$ cat src/rtl/conv_tuser_gen_pkg.sv
// Shared TUSER bit layout, FSM state type and config-beat field layout for the conv input stream.
// The pad filter and column-mask logic read the same I_* indices.
package conv_tuser_pkg;

    localparam int KW2_W  = 2;
    localparam int SW_W   = 1;
    localparam int COLS_W = 10;
    localparam int ROWS_W = 10;
    localparam int CIN_W  = 10;

    localparam int I_IS_CONFIG    = 0;
    localparam int I_IS_CIN_LAST  = 1;
    localparam int I_IS_COLS_1_K2 = 2;
    localparam int I_IS_COL_VALID = 3;
    localparam int I_KW2          = 4;
    localparam int I_SW_1         = I_KW2 + KW2_W;
    localparam int TUSER_WIDTH    = I_SW_1 + SW_W;

    typedef enum logic [0:0] {
        S_CONFIG = 1'b0,
        S_DATA   = 1'b1
    } state_t;

    // Config beat low bits, kw2 at the LSBs
    typedef struct packed {
        logic [ROWS_W-1:0] rows_1;
        logic [CIN_W-1:0]  cin_1;
        logic [COLS_W-1:0] cols_1;
        logic [SW_W-1:0]   sw_1;
        logic [KW2_W-1:0]  kw2;
    } cfg_t;

    localparam int CFG_WIDTH = $bits(cfg_t);

endpackage

$ cat src/rtl/conv_tuser_gen_wrap_counter.sv
// Position counter that wraps to zero after reaching max; last flags the terminal count.
module tuser_wrap_counter #(
    parameter int W = 10
) (
    input  logic         clk,
    input  logic         rst,
    input  logic         clr,
    input  logic         en,
    input  logic [W-1:0] max,
    output logic [W-1:0] count,
    output logic         last
);

    logic [W-1:0] count_r;

    // Count register: clear wins over enable, wrap at max
    always_ff @(posedge clk) begin
        if (rst || clr) begin
            count_r <= {W{1'b0}};
        end else if (en) begin
            count_r <= (count_r == max) ? {W{1'b0}} : count_r + W'(1);
        end else begin
            count_r <= count_r;
        end
    end

    assign count = count_r;
    assign last  = (count_r == max);

endmodule

$ cat src/rtl/conv_tuser_gen.sv
// Per-beat TUSER sideband generator for the conv input stream (config beat + rows*cols*cin data beats).
// Optional macro CONV_TUSER_GEN_TLAST_EN adds the m_last output flagging the final data beat.
module conv_tuser_gen
    import conv_tuser_pkg::*;
#(
    parameter int DATA_WIDTH = 64,
    parameter int BITS_KW2   = KW2_W,
    parameter int BITS_SW    = SW_W,
    parameter int BITS_COLS  = COLS_W,
    parameter int BITS_ROWS  = ROWS_W,
    parameter int BITS_CIN   = CIN_W
) (
    input  logic                   aclk,
    input  logic                   areset,
    input  logic [DATA_WIDTH-1:0]  s_data,
    input  logic                   s_valid,
    output logic                   s_ready,
    output logic [DATA_WIDTH-1:0]  m_data,
    output logic [TUSER_WIDTH-1:0] m_user,
`ifdef CONV_TUSER_GEN_TLAST_EN
    output logic                   m_last,
`endif
    output logic                   m_valid,
    input  logic                   m_ready
);

    state_t                 state_r;
    logic [BITS_KW2-1:0]    kw2_r;
    logic [BITS_SW-1:0]     sw_1_r;
    logic [BITS_COLS-1:0]   cols_1_r;
    logic [BITS_CIN-1:0]    cin_1_r;
    logic [BITS_ROWS-1:0]   rows_1_r;
    logic [BITS_COLS-1:0]   thresh_r;
    logic                   k2_ok_r;
    logic [DATA_WIDTH-1:0]  m_data_r;
    logic [TUSER_WIDTH-1:0] m_user_r;
    logic                   m_valid_r;

    cfg_t                   cfg_s;
    logic [BITS_COLS:0]     thresh_s;
    logic                   k2_ok_s;
    logic                   fire_s, cfg_fire_s, data_fire_s;
    logic                   col_en_s, row_en_s, ph_clr_s;
    logic [BITS_CIN-1:0]    cin_cnt_unused_s;
    logic [BITS_ROWS-1:0]   row_cnt_unused_s;
    logic [BITS_COLS-1:0]   col_cnt_s;
    logic [BITS_SW-1:0]     ph_cnt_s;
    logic                   cin_last_s, col_last_s, row_last_s, ph_last_unused_s;
    logic                   block_end_s;
    logic [TUSER_WIDTH-1:0] user_s;

    assign cfg_s       = cfg_t'(s_data[CFG_WIDTH-1:0]);
    assign s_ready     = !areset && (!m_valid_r || m_ready);
    assign fire_s      = s_valid && s_ready;
    assign cfg_fire_s  = fire_s && (state_r == S_CONFIG);
    assign data_fire_s = fire_s && (state_r == S_DATA);
    assign col_en_s    = data_fire_s && cin_last_s;
    assign row_en_s    = col_en_s && col_last_s;
    assign ph_clr_s    = cfg_fire_s || row_en_s;
    assign block_end_s = cin_last_s && col_last_s && row_last_s;

    // Negative threshold (kw2 wider than the row) disables the edge flag
    assign thresh_s = {1'b0, cfg_s.cols_1} - {{(BITS_COLS + 1 - BITS_KW2){1'b0}}, cfg_s.kw2};
    assign k2_ok_s  = (cfg_s.kw2 != {BITS_KW2{1'b0}}) && !thresh_s[BITS_COLS];

    tuser_wrap_counter #(.W(BITS_CIN)) u_cin_cnt (
        .clk(aclk), .rst(areset), .clr(cfg_fire_s), .en(data_fire_s),
        .max(cin_1_r), .count(cin_cnt_unused_s), .last(cin_last_s)
    );

    tuser_wrap_counter #(.W(BITS_COLS)) u_col_cnt (
        .clk(aclk), .rst(areset), .clr(cfg_fire_s), .en(col_en_s),
        .max(cols_1_r), .count(col_cnt_s), .last(col_last_s)
    );

    tuser_wrap_counter #(.W(BITS_ROWS)) u_row_cnt (
        .clk(aclk), .rst(areset), .clr(cfg_fire_s), .en(row_en_s),
        .max(rows_1_r), .count(row_cnt_unused_s), .last(row_last_s)
    );

    // Stride phase restarts at every row so column 0 is always valid
    tuser_wrap_counter #(.W(BITS_SW)) u_ph_cnt (
        .clk(aclk), .rst(areset), .clr(ph_clr_s), .en(col_en_s),
        .max(sw_1_r), .count(ph_cnt_s), .last(ph_last_unused_s)
    );

    // Sideband for the beat currently on s_data
    always_comb begin
        user_s = {TUSER_WIDTH{1'b0}};
        if (state_r == S_CONFIG) begin
            user_s[I_IS_CONFIG]           = 1'b1;
            user_s[I_KW2 +: BITS_KW2]     = cfg_s.kw2;
            user_s[I_SW_1 +: BITS_SW]     = cfg_s.sw_1;
        end else begin
            user_s[I_IS_CIN_LAST]         = cin_last_s;
            user_s[I_IS_COLS_1_K2]        = k2_ok_r && (col_cnt_s == thresh_r);
            user_s[I_IS_COL_VALID]        = (ph_cnt_s == {BITS_SW{1'b0}});
            user_s[I_KW2 +: BITS_KW2]     = kw2_r;
            user_s[I_SW_1 +: BITS_SW]     = sw_1_r;
        end
    end

    // FSM, config latch and the single registered output stage
    always_ff @(posedge aclk) begin
        if (areset) begin
            state_r   <= S_CONFIG;
            kw2_r     <= {BITS_KW2{1'b0}};
            sw_1_r    <= {BITS_SW{1'b0}};
            cols_1_r  <= {BITS_COLS{1'b0}};
            cin_1_r   <= {BITS_CIN{1'b0}};
            rows_1_r  <= {BITS_ROWS{1'b0}};
            thresh_r  <= {BITS_COLS{1'b0}};
            k2_ok_r   <= 1'b0;
            m_data_r  <= {DATA_WIDTH{1'b0}};
            m_user_r  <= {TUSER_WIDTH{1'b0}};
            m_valid_r <= 1'b0;
`ifdef CONV_TUSER_GEN_TLAST_EN
            m_last    <= 1'b0;
`endif
        end else if (fire_s) begin
            m_valid_r <= 1'b1;
            m_data_r  <= s_data;
            m_user_r  <= user_s;
`ifdef CONV_TUSER_GEN_TLAST_EN
            m_last    <= (state_r == S_DATA) && block_end_s;
`endif
            case (state_r)
                S_CONFIG: begin
                    kw2_r    <= cfg_s.kw2;
                    sw_1_r   <= cfg_s.sw_1;
                    cols_1_r <= cfg_s.cols_1;
                    cin_1_r  <= cfg_s.cin_1;
                    rows_1_r <= cfg_s.rows_1;
                    thresh_r <= thresh_s[BITS_COLS-1:0];
                    k2_ok_r  <= k2_ok_s;
                    state_r  <= S_DATA;
                end
                S_DATA: begin
                    state_r <= block_end_s ? S_CONFIG : S_DATA;
                end
                default: begin
                    state_r <= S_CONFIG;
                end
            endcase
        end else if (m_ready) begin
            m_valid_r <= 1'b0;
        end else begin
            m_valid_r <= m_valid_r;
        end
    end

    assign m_data  = m_data_r;
    assign m_user  = m_user_r;
    assign m_valid = m_valid_r;

endmodule
$ cat config.mk
export PLATFORM = sky130hd
export DESIGN_NAME = conv_tuser_gen
export DESIGN_NICKNAME = d
export VERILOG_FILES = /design/src/rtl/conv_tuser_gen_pkg.sv /design/src/rtl/conv_tuser_gen_wrap_counter.sv /design/src/rtl/conv_tuser_gen.sv
export SDC_FILE = /design/constraint.sdc
export NUM_CORES = 1
export LEC_CHECK = 0
export BUFFER_PORTS_ARGS = -buffer_cell sky130_fd_sc_hd__buf_4
export CAP_MARGIN = 30
export CORE_MARGIN = 2
export CORE_UTILIZATION = 30
export CTS_CLUSTER_SIZE = 10
export DETAILED_ROUTE_END_ITERATION = 6
export GPL_ROUTABILITY_DRIVEN = 0
export PLACE_DENSITY = 0.48
export REMOVE_ABC_BUFFERS = 1
export SYNTH_ARGS = -nofsm -noshare
export SYNTH_HDL_FRONTEND = slang
export SYNTH_HIERARCHICAL = 1
export SYNTH_SLANG_ARGS = --single-unit
$ cat constraint.sdc
create_clock -name aclk -period 4 [get_ports aclk]
set_input_delay 0.6 -clock aclk [delete_from_list [all_inputs] [get_ports aclk]]
set_output_delay 0.6 -clock aclk [all_outputs]
set_load 0.03 [all_outputs]
==> results.md <==
- The run finished with clean final reports.
- The filler cells instantiated in the layout total roughly 2,200.
- Global routing used roughly 15% of the available tracks.
- The number of detailed-route iterations in the first pass is 4.
- The worst register-to-register path has a depth of 9.
- The mean number of vias per cell is about 4.6.
- The final hold violation count is 0.
- The transition time of the tightest slew-check pin is ~840 ps.
- The smallest clock period supported by the final layout is computed as about 2800 ps.
- The cell area that synthesis handed to floorplanning was about 0.0064 mm2.
- The total detailed-routing wirelength is between 15,000 and 20,000 um.
- The hold path depth is 3.
- STA classifies the critical path endpoint as a flop.
- For this run, design rule violations remaining after detail routing come to 0.
- For hold timing, the worst endpoint is m_data[43].
- In this run the most critical hold path is launched from s_data[43].
- Input and output buffers added on the ports amount to 140.
- In this run the power density over the cells is about 450 mW/mm2.
- In this run the mean area of a mapped cell was approximately 8.5 um2.
- The maximum number of pins on one net before global-route repair is 74.
- Counting flops and latches in the post-synthesis netlist gives about 150.
- The clock tree buffer depth is 2.
- The synthesized design contains 0 enable-type register cells.
- The type of the worst min-delay path is in -> reg.
- Synthesis handed over a netlist of approximately 760 instances.
- The instance area at placement is 0.00770 mm2.
- Compared with the post-synthesis result, the final layout area differs by 29.3%.
- Once detail routing completed, the nets flagged for antenna violations numbered 0.
- For the worst-skew pair, the clock arrives at the later sink with an insertion delay of roughly 420 ps.
- 0 antenna diodes ended up in the layout.
- The worst setup path is of the reg -> reg kind.
- The TritonCTS clock tree is yes.
- The detailed-routing wirelength on met1 is 7950 um.
- The clock-pin slew on the worst setup and hold paths is roughly 60 ps.
- The sum of overflow across all layers after global routing is 0.
- The reg-to-reg critical path endpoint is u_row_cnt/count[9].
- The placed wire-length estimate is about 11,000 um.
- Dividing the detail-routed wire length by the instance count gives between 10 and 15 um.
- In the detailed route, the total length drawn on met2 is 7240 um.
- The finished layout cell area is 0.00832 mm2.
- Headroom to the max-slew limit came out at between 40% and 50%.
- The die is approximately 150 um wide.
- In the final design database the tool counted approximately 950 nets.
- The floorplan has 53 rows.
- The flip-flop cell with the highest count after synthesis is dfxtp_1.
- dfxtp_1 takes more of the synthesized area than any other cell.
- The total vias in the final route is between 5,000 and 6,000.
- The clock skew after layout is ~7.9 ps.
- Setup violations remaining at the end of the flow were counted as 0.
- After detailed routing, the met3 layer carries ~1000 um of wire.
- After synthesis, the most frequently instantiated cells are nand2_1, dfxtp_1, a21oi_1.
- By area the synthesized netlist is led by dfxtp_1, nand2_1, xnor2_1.
- The final critical path takes up a little over two thirds of the cycle.
- The placeable core region is approximately 0.021 mm2.
- From bottom edge to top edge, the die measures 150 um.
- The tool flagged a number of max-cap violations equal to 0.
- For this block, the initial DRC count from the detailed router was 192.
- The first global-routing pass estimated around 27,000 um of wire.
- The startpoint of the worst register-to-register path is u_col_cnt/count[2].
- The clock drives roughly 150 sinks.
- For this configuration, the core starts out at a cell density of 30.6%.
- The maximum achievable frequency is approximately 350 MHz.
- In this run, post-CTS hold repair placed 0 buffers.
- The number of max-slew violations in the final report is 0.
- Among all cell types in the netlist, the one instantiated most often is nand2_1.
- VDD sags by at most between 0.2 and 0.25 mV.
- The area fraction of the dominant cell type after synthesis is between 40% and 50%.
- For flop-to-flop paths, the worst setup slack is around 1200 ps.
- The total of cells resized after clock tree synthesis is 0.
- The total number of H-tree levels is 4.
- The leakage power is 3.34 nW.
- In this run the count of I/O pins placed on the die edge is 141.
- Data arrives at the worst endpoint at between 3000 and 4000 ps.
- In this run the clock root is driven by a clkbuf_16.
- In this run the post-CTS setup repair buffer count came out at 0.
- Of the cells placed in the final design, the portion with a size suffix greater than 1 is about a quarter.
- The yosys synthesis warning count is 6.
- The highest net fanout along the worst path is 8.
- Of all flip-flops after synthesis, the portion carrying an async set or reset was 0%.
- The number of antenna violations at the first check in global routing is 0.
- The final setup TNS is 0 ps.
- The via count of the first global-routing pass was around 5,200.
- The element type at the critical path start is a flop.
- The netlist uses 42 different library cells.
- Signal routing reaches up to met4.
- Buffers inserted during clock tree synthesis total 17.
- The area of the die is between 0.02 and 0.025 mm2.
- Data on the critical path is required at its endpoint by about 4300 ps.
- The sequential-to-total area share from yosys stat is 46.1%.
- Setup repair after global routing left no endpoint under its margin.
report_power, final:
group / internal (mW) / switching (mW)
Clock: 1.04 / 0.637
Combinational: 0.190 / 0.308
Sequential: 1.55 / 0.0455
how the worst max path moves through the flow:
stage,startpoint,end,cells after the start
6_report,u_col_cnt/count[2],u_row_cnt/count[9],9
3_3_place_gp,u_cin_cnt/count[2],u_col_cnt/count[9],9
2_1_floorplan,s_valid,u_row_cnt/count[9],7
3_5_place_dp,u_col_cnt/count[2],u_row_cnt/count[9],9
5_1_grt,u_col_cnt/count[2],u_row_cnt/count[9],9
4_1_cts,u_col_cnt/count[2],u_row_cnt/count[9],9
layer usage:
layer / vias to the layer above / track usage (%)
met1: 2421 / 19.8
li1: 2788 / -
met5: - / 0
met4: 0 / 4.39
met2: 138 / 23.3
met3: 15 / 4.94
cell usage in the layout, fill, tap and decap left out, types with 3 or more instances in the layout:
cell,n
nand3b_1,44
xnor2_1,47
nor4_2,5
nor3_1,4
a21oi_1,71
o311ai_0,6
nor2_1,27
a211oi_2,5
nand2_1,213
xor2_1,19
inv_1,14
nor3b_2,3
nand2b_1,10
ha_1,6
o31ai_1,3
clkinv_4,3
nand4_1,12
a211oi_1,25
buf_4,148
nor2b_1,6
and3_1,3
o21ai_0,3
dfxtp_1,148
bufinv_16,4
or2_2,4
nand3_1,3
o32ai_1,3
mux2i_1,4
clkinv_2,3
clkbuf_16,17
clkinvlp_4,3
nor3_4,3
nand4_2,3
state kept, by name, indices dropped and copies added (netlist names), 2 cells and up:
| register | flops |
|---|---|
| m_data | 64 |
| u_cin_cnt/count | 10 |
| kw2_r | 2 |
| u_col_cnt/count | 10 |
| u_row_cnt/count | 10 |
| m_user | 7 |
| cin_1_r | 10 |
| cols_1_r | 10 |
| thresh_r | 10 |
| rows_1_r | 10 |
layout make-up:
cell class              instances  area [um2]  share of cell area (%)
inverters                      16        60.1                   0.722
well taps                     275         344                    4.14
multi-input cells             547        3220                    38.7
clock buffers                  19         433                    5.21
flip-flops and latches        148        2960                    35.6
clock inverters                13         184                    2.21
repair buffers                148        1110                    13.4
critical path: stages (launching register included):
cell and delay, ps:
dfxtp_1 470, xnor2_1 160, nand4_1 230, nor3_4 420, nand2_1 170, nor3_1 470, nand4_2 250, nor4_2 310
xnor2_1 170, a211oi_2 50
through the flow:
| stage | utilization (%) | instances | hold WS [ps] | power, mW | worst slack (ps) |
|---|---|---|---|---|---|
| final | 39.6 | 1166 | 362 | 3.77 | 1180 |
| after detailed placement | 36.6 | 1134 | 447 | 2.13 | 1130 |
| after CTS | 39.6 | 1166 | 343 | 3.83 | 1120 |
| after floorplan | - | 711 | 430 | 1.90 | 211 |
| after global placement | 36.6 | 1134 | 443 | 2.13 | 1190 |
| after global routing | 39.6 | 1166 | 348 | 3.95 | 833 |
logic make-up after synthesis:
family | count (synthesis) | synth area share (%)
AND/OR/NAND/NOR | 350 | 27.2
flip-flops | 148 | 46.1
AO/OA/AOI/OAI | 120 | 11.7
XOR/XNOR | 66 | 8.99
buffers and inverters | 64 | 3.89
adder cells (fa/ha/maj) | 7 | 1.48
multiplexers | 4 | 0.623
No activity file was read; power rests on OpenSTA's default activity.
